--- config.mk ---
export PLATFORM = sky130hd
export DESIGN_NAME = nd_2to1
export DESIGN_NICKNAME = d
export VERILOG_FILES = /design/src/rtl/nd_2to1.sv
export SDC_FILE = /design/constraint.sdc
export NUM_CORES = 1
export LEC_CHECK = 0
export BUFFER_PORTS_ARGS = -buffer_cell sky130_fd_sc_hd__buf_2
export CAP_MARGIN = 0
export CORE_UTILIZATION = 30
export CTS_CLUSTER_SIZE = 28
export DETAILED_ROUTE_END_ITERATION = 6
export PLACE_DENSITY = 0.5
export SYNTH_ARGS = -nofsm -noshare
export SYNTH_HDL_FRONTEND = slang
export SYNTH_SLANG_ARGS = --single-unit
--- constraint.sdc ---
create_clock -name gch_clk -period 4 [get_ports gch_clk]
set_input_delay 0 -clock gch_clk [delete_from_list [all_inputs] [get_ports gch_clk]]
set_output_delay 0 -clock gch_clk [all_outputs]
set_load 0.05 [all_outputs]
--- src/rtl/nd_2to1.sv ---
// Two-input merge node: per-input FIFOs drained round-robin onto a single
// 4-phase req/ack output channel, with debounced req/ack inputs.

module nd_debounce #(
  parameter int CKS = 1
) (
  input  logic clk,
  input  logic rst_n,
  input  logic raw_i,
  output logic filt_o,
  output logic ready_o
);
  localparam int CW = $clog2(CKS + 1);
  localparam logic [CW-1:0] TC = CW'(CKS - 1);

  logic [CW-1:0] cnt_q, cnt_d, settle_q, settle_d;
  logic          filt_q, filt_d, ready_q, ready_d;

  // Counter reloads whenever raw agrees with the filtered level, so only an
  // unbroken run of CKS differing samples flips the output.
  always_comb begin
    filt_d   = filt_q;
    cnt_d    = TC;
    settle_d = settle_q;
    ready_d  = ready_q;
    if (raw_i != filt_q) begin
      if (cnt_q == '0) filt_d = raw_i;
      else             cnt_d  = cnt_q - 1'b1;
    end
    if (settle_q == '0) ready_d  = 1'b1;
    else                settle_d = settle_q - 1'b1;
  end

  always_ff @(posedge clk or negedge rst_n) begin
    if (!rst_n) begin
      filt_q   <= 1'b0;
      cnt_q    <= TC;
      settle_q <= TC;
      ready_q  <= 1'b0;
    end else begin
      filt_q   <= filt_d;
      cnt_q    <= cnt_d;
      settle_q <= settle_d;
      ready_q  <= ready_d;
    end
  end

  assign filt_o  = filt_q;
  assign ready_o = ready_q;
endmodule

module nd_fifo #(
  parameter int FSZ = 4,
  parameter int W   = 8
) (
  input  logic         clk,
  input  logic         rst_n,
  input  logic         push_i,
  input  logic [W-1:0] din_i,
  input  logic         pop_i,
  output logic [W-1:0] dout_o,
  output logic         full_o,
  output logic         empty_o
);
  localparam int AW = $clog2(FSZ);
  localparam int CW = $clog2(FSZ + 1);

  logic [W-1:0]  mem_q [FSZ];
  logic [AW-1:0] head_q, head_d, tail_q, tail_d;
  logic [CW-1:0] count_q, count_d;
  logic          do_push, do_pop;

  assign full_o  = (count_q == CW'(FSZ));
  assign empty_o = (count_q == '0);
  // A pop in the same cycle does not open a slot for a push into a full FIFO.
  assign do_push = push_i && !full_o;
  assign do_pop  = pop_i && !empty_o;
  assign dout_o  = mem_q[head_q];

  always_comb begin
    head_d  = head_q;
    tail_d  = tail_q;
    count_d = count_q;
    if (do_push) tail_d = tail_q + 1'b1;
    if (do_pop)  head_d = head_q + 1'b1;
    if (do_push && !do_pop)      count_d = count_q + 1'b1;
    else if (!do_push && do_pop) count_d = count_q - 1'b1;
  end

  always_ff @(posedge clk or negedge rst_n) begin
    if (!rst_n) begin
      head_q  <= '0;
      tail_q  <= '0;
      count_q <= '0;
    end else begin
      head_q  <= head_d;
      tail_q  <= tail_d;
      count_q <= count_d;
    end
  end

  always_ff @(posedge clk) begin
    if (do_push) mem_q[tail_q] <= din_i;
  end
endmodule

// state  | meaning
// IDLE   | no message outstanding; loads a FIFO head when one is available
// REQ    | snd0 fields valid, req_out high, waiting for filtered ack=1
// REL    | req_out low, waiting for filtered ack=0
module nd_2to1 #(
  parameter int FSZ         = 4,
  parameter int ASZ         = 4,
  parameter int DSZ         = 8,
  parameter int RSZ         = 2,
  parameter int RCV_REQ_CKS = 1,
  parameter int SND_ACK_CKS = 1
) (
  input  logic           gch_clk,
  input  logic           gch_reset,
  output logic           gch_ready,
  input  logic           rcv0_req_in,
  output logic           rcv0_ack_out,
  input  logic [ASZ-1:0] rcv0_src,
  input  logic [ASZ-1:0] rcv0_dst,
  input  logic [DSZ-1:0] rcv0_dat,
  input  logic [RSZ-1:0] rcv0_red,
  input  logic           rcv1_req_in,
  output logic           rcv1_ack_out,
  input  logic [ASZ-1:0] rcv1_src,
  input  logic [ASZ-1:0] rcv1_dst,
  input  logic [DSZ-1:0] rcv1_dat,
  input  logic [RSZ-1:0] rcv1_red,
  output logic           snd0_req_out,
  input  logic           snd0_ack_in,
  output logic [ASZ-1:0] snd0_src,
  output logic [ASZ-1:0] snd0_dst,
  output logic [DSZ-1:0] snd0_dat,
  output logic [RSZ-1:0] snd0_red
);
  localparam int MW = 2 * ASZ + DSZ + RSZ;

  localparam logic [1:0] S_IDLE = 2'd0;
  localparam logic [1:0] S_REQ  = 2'd1;
  localparam logic [1:0] S_REL  = 2'd2;

  logic          rdy_q;
  logic [1:0]    req_raw, req_f, req_rdy;
  logic          ack_f, ack_rdy;
  logic [1:0]    ack_q, ack_d, push, pop, full, empty;
  logic [MW-1:0] din [2];
  logic [MW-1:0] dout [2];
  logic [1:0]    state_q, state_d;
  logic          sreq_q, sreq_d, ptr_q, ptr_d, sel;
  logic [MW-1:0] msg_q, msg_d;

  assign req_raw = {rcv1_req_in, rcv0_req_in};
  assign din[0]  = {rcv0_src, rcv0_dst, rcv0_dat, rcv0_red};
  assign din[1]  = {rcv1_src, rcv1_dst, rcv1_dat, rcv1_red};

  for (genvar n = 0; n < 2; n++) begin : g_in
    nd_debounce #(.CKS(RCV_REQ_CKS)) u_req_db (
      .clk(gch_clk), .rst_n(gch_reset), .raw_i(req_raw[n]),
      .filt_o(req_f[n]), .ready_o(req_rdy[n])
    );
    nd_fifo #(.FSZ(FSZ), .W(MW)) u_fifo (
      .clk(gch_clk), .rst_n(gch_reset), .push_i(push[n]), .din_i(din[n]),
      .pop_i(pop[n]), .dout_o(dout[n]), .full_o(full[n]), .empty_o(empty[n])
    );
  end

  nd_debounce #(.CKS(SND_ACK_CKS)) u_ack_db (
    .clk(gch_clk), .rst_n(gch_reset), .raw_i(snd0_ack_in),
    .filt_o(ack_f), .ready_o(ack_rdy)
  );

  assign gch_ready = rdy_q & req_rdy[0] & req_rdy[1] & ack_rdy;

  // Ack stays high until the sender drops req, so one transaction pushes once.
  always_comb begin
    ack_d = ack_q;
    push  = '0;
    if (gch_ready) begin
      for (int n = 0; n < 2; n++) begin
        if (req_f[n] && !ack_q[n] && !full[n]) begin
          push[n]  = 1'b1;
          ack_d[n] = 1'b1;
        end else if (!req_f[n] && ack_q[n]) begin
          ack_d[n] = 1'b0;
        end
      end
    end
  end

  always_comb begin
    state_d = state_q;
    sreq_d  = sreq_q;
    msg_d   = msg_q;
    ptr_d   = ptr_q;
    pop     = '0;
    if (empty[0])      sel = 1'b1;
    else if (empty[1]) sel = 1'b0;
    else               sel = ptr_q;
    case (state_q)
      S_IDLE: begin
        if (gch_ready && !(empty[0] && empty[1])) begin
          pop[sel] = 1'b1;
          msg_d    = dout[sel];
          sreq_d   = 1'b1;
          ptr_d    = ~sel;
          state_d  = S_REQ;
        end
      end
      S_REQ: begin
        if (ack_f) begin
          sreq_d  = 1'b0;
          state_d = S_REL;
        end
      end
      S_REL: begin
        if (!ack_f) state_d = S_IDLE;
      end
      default: begin
        sreq_d  = 1'b0;
        state_d = S_IDLE;
      end
    endcase
  end

  always_ff @(posedge gch_clk or negedge gch_reset) begin
    if (!gch_reset) begin
      rdy_q   <= 1'b0;
      ack_q   <= '0;
      state_q <= S_IDLE;
      sreq_q  <= 1'b0;
      msg_q   <= '0;
      ptr_q   <= 1'b0;
    end else begin
      rdy_q   <= 1'b1;
      ack_q   <= ack_d;
      state_q <= state_d;
      sreq_q  <= sreq_d;
      msg_q   <= msg_d;
      ptr_q   <= ptr_d;
    end
  end

  assign rcv0_ack_out = ack_q[0];
  assign rcv1_ack_out = ack_q[1];
  assign snd0_req_out = sreq_q;
  assign {snd0_src, snd0_dst, snd0_dat, snd0_red} = msg_q;
endmodule

==> results.sh <==
export IMPL_grt_usage_pct=12.7
export IMPL_core_um2=23500
export IMPL_gp_congestion=0.688
export IMPL_syn_avg_cell_area_um2=20.4
export IMPL_peakVddDrop_mv=0.351
export IMPL_finalSetupViolations=0
export IMPL_n_antenna_cell=0
export IMPL_worst_slew_pin_slew_ns=1.04
export IMPL_syn_area_um2=7220
export IMPL_path_class="flop to flop"
export IMPL_slew_headroom_pct=30.4
export IMPL_grt_max_degree=43
export IMPL_netlist_top_cell_by_area="edfxtp_1"
export IMPL_hold_path_class="input port to flop"
export IMPL_num_nets_final=513
export IMPL_grt_overflow=0
export IMPL_cts_buffers=17
export IMPL_ios=63
export IMPL_yosysTopAreaCellShare_pct=59.9
export IMPL_ant_nets=0
export IMPL_htree_levels=4
export IMPL_fmax_ghz=0.370
export IMPL_drtIter0Drc=225
export IMPL_synth_fa_ha_area_share_pct=2.29
export IMPL_layout_drive_gt1_share_pct=30.4
export IMPL_routed_wl_um=14700
export IMPL_dp_hpwl_um=9710
export IMPL_portBuffers=62
export IMPL_numClockSinks=186
export IMPL_dr_pass1_iters=4
export IMPL_finish_utilization_pct=37.7
export IMPL_cp_required_ns=4.30
export IMPL_final_common_cell="edfxtp_1"
export IMPL_grt_pass1_vias=3798
export IMPL_final_cell_mix="edfxtp_1 (144), buf_2 (62), dfrtp_1 (42)"
export IMPL_clock_latency_ns=0.43
export IMPL_synth_nets=408
export IMPL_row_count=56
export IMPL_critPathLaunchType="flop"
export IMPL_wire_per_inst_um=18.6
export IMPL_cts_hold_buf=40
export IMPL_max_cap_viol_count=0
export IMPL_layout_cells_non_filler=792
export IMPL_synth_simple_area_share_pct=4.35
export IMPL_vias=3575
export IMPL_status="finished clean"
export IMPL_grt_pass1_wl_um=22300
export IMPL_area_growth_pct=22.8
export IMPL_synth_top_family_by_area="multiplexers"
export IMPL_cts_setup_buffers=0
export IMPL_ys_flop_type="edfxtp_1"
export IMPL_timing_hold_ws_ns=0.210
export IMPL_synth_distinct_cells=34
export IMPL_synth_compound_area_share_pct=3.62
export IMPL_rsz0062_at_grt="no"
export IMPL_synthTopCellsByArea="edfxtp_1 (60%), dfrtp_1 (15%), mux4_2 (11%)"
export IMPL_via_per_inst=4.51
export IMPL_drc=0
export IMPL_clock_path_buffers=2
export IMPL_hold_viol_final=0
export IMPL_synth_area_mux_share_pct=11.8
export IMPL_skew_ns=0.0120
export IMPL_dp_cells=720
export IMPL_syn_inst=355
export IMPL_timing_setup_tns_ns=0
export IMPL_start_util_pct=30.7
export IMPL_synth_edff_count=144
export IMPL_die_w_um=157
export IMPL_ctsResizeCount=0
export IMPL_root_buffer="clkbuf_16"
export IMPL_endpoint_kind="flop"
export IMPL_synth_seq_area_share_pct=74.4
export IMPL_min_period_ns=2.71
export IMPL_cp_max_fo=23
export IMPL_regToRegSetupSlack_ns=1.29
export IMPL_clkTransAtPathRegs_ns=0.07
export IMPL_synth_xor_xnor_area_share_pct=1.58
export IMPL_synth_warnings=0
export IMPL_async_reset_ff_share_pct=22.6
export IMPL_finalMaxSlewViolations=0
export IMPL_antenna_found_initial=0
export IMPL_p_leak_nw=3.19
export IMPL_powerDensity_nw_per_um2=708
export IMPL_die_area_um2=24700
export IMPL_synth_seq_cells=186
export IMPL_critPathArrivalTime_ns=3.01
export IMPL_fin_crit_sh_pct=67.7
export IMPL_cts_tree="done"
export IMPL_die_h_um=157
export IMPL_fillers=2201
==> cell type report <==
type                       instances  area (um2)  area share, %
clock inverter                    12         134           1.51
sequential                       186        5380           60.6
inverter                           8        30.0          0.338
multi-input combinational        140        1720           19.4
tap                              319         399           4.50
clock buffer                      20         468           5.27
timing repair buffer             107         748           8.43
==> kinds of logic after synthesis <==
kind of cell    Yosys count
flops                   186
simple gates             46
mux                      40
buf+inv                  29
compound gates           28
xor+xnor                 13
fa+ha+maj                12
other cells               1
==> per-layer routing <==
metal,vias up,global-route usage [%],wire (um)
li1,1645,-,-
met1,1855,16.9,6760
met2,66,20.2,7250
met3,9,3.28,557
met4,0,3.88,138
met5,-,0,0
==> path summary, 6_finish.rpt <==
| kind | start | to | depth (start not counted) |
|---|---|---|---|
| setup / recovery | u_ack_db.ready_o$_DFF_PN0_ | g_in[1].u_fifo.count_q[1]$_DFFE_PN0P_ | 8 |
| hold / removal | rcv0_req_in | g_in[0].u_req_db.filt_o$_DFFE_PN0P_ | 2 |
| setup reg to reg | u_ack_db.ready_o$_DFF_PN0_ | g_in[1].u_fifo.count_q[1]$_DFFE_PN0P_ | 8 |
| hold reg to reg | snd0_req_out$_DFFE_PN0P_ | snd0_req_out$_DFFE_PN0P_ | 2 |
| max in group asynchronous | gch_reset | g_in[0].u_fifo.head_q[1]$_DFFE_PN0P_ | 2 |
| min in group asynchronous | gch_reset | g_in[1].u_fifo.tail_q[1]$_DFFE_PN0P_ | 2 |
==> metrics by stage <==
| step | cell area (um2) | power [W] | setup slack, ns |
|---|---|---|---|
| 4_1_cts | 8870 | 0.00637 | 1.26 |
| 2_1_floorplan | 7220 | 0.00406 | 1.53 |
| 3_3_place_gp | 7870 | 0.00459 | 1.36 |
| 5_1_grt | 8870 | 0.00659 | 1.07 |
| 6_report | 8870 | 0.00628 | 1.29 |
| 3_5_place_dp | 7870 | 0.00464 | 1.29 |
==> flip-flops by register name (all words and copies together), names as in the netlist <==
| signal | count |
|---|---|
| g_in.u_fifo.tail_q | 4 |
| snd0_req_out | 1 |
| g_in.u_fifo.mem_q | 144 |
| ptr_q | 1 |
| state_q | 2 |
| u_ack_db.ready_o | 1 |
| msg_q | 18 |
| g_in.u_fifo.count_q | 6 |
| g_in.u_fifo.head_q | 4 |
| ack_q | 2 |
| g_in.u_req_db.filt_o | 2 |
| u_ack_db.filt_o | 1 |
==> report_power, final <==
part / switching (W) / internal, W
registers: 0.000331 / 0.00241
logic: 0.00105 / 0.000790
clock network: 0.000718 / 0.000983
==> cells in the mapped netlist (2+ instances only) <==
library cell,number
xor2_1,5
buf_6,2
a221o_1,18
a211oi_2,2
xnor2_1,8
nand2b_1,2
nor2_1,5
fa_1,2
ha_1,10
and4_1,16
dfrtp_1,42
mux2_2,4
edfxtp_1,144
and4_4,2
inv_1,8
clkbuf_1,9
buf_2,9
mux4_2,36
and2_1,9
a21o_1,2
nand2_1,6
or3_1,2
==> critical path: stages (launching register included) <==
cell and delay (ns):
dfrtp_1 0.42, nor3b_2 0.19, buf_4 0.24, o211a_1 0.58
inv_1 0.16, ha_1 0.27, inv_1 0.07, fa_1 0.40
mux2_2 0.26
No activity file was read; power rests on OpenSTA's default activity.
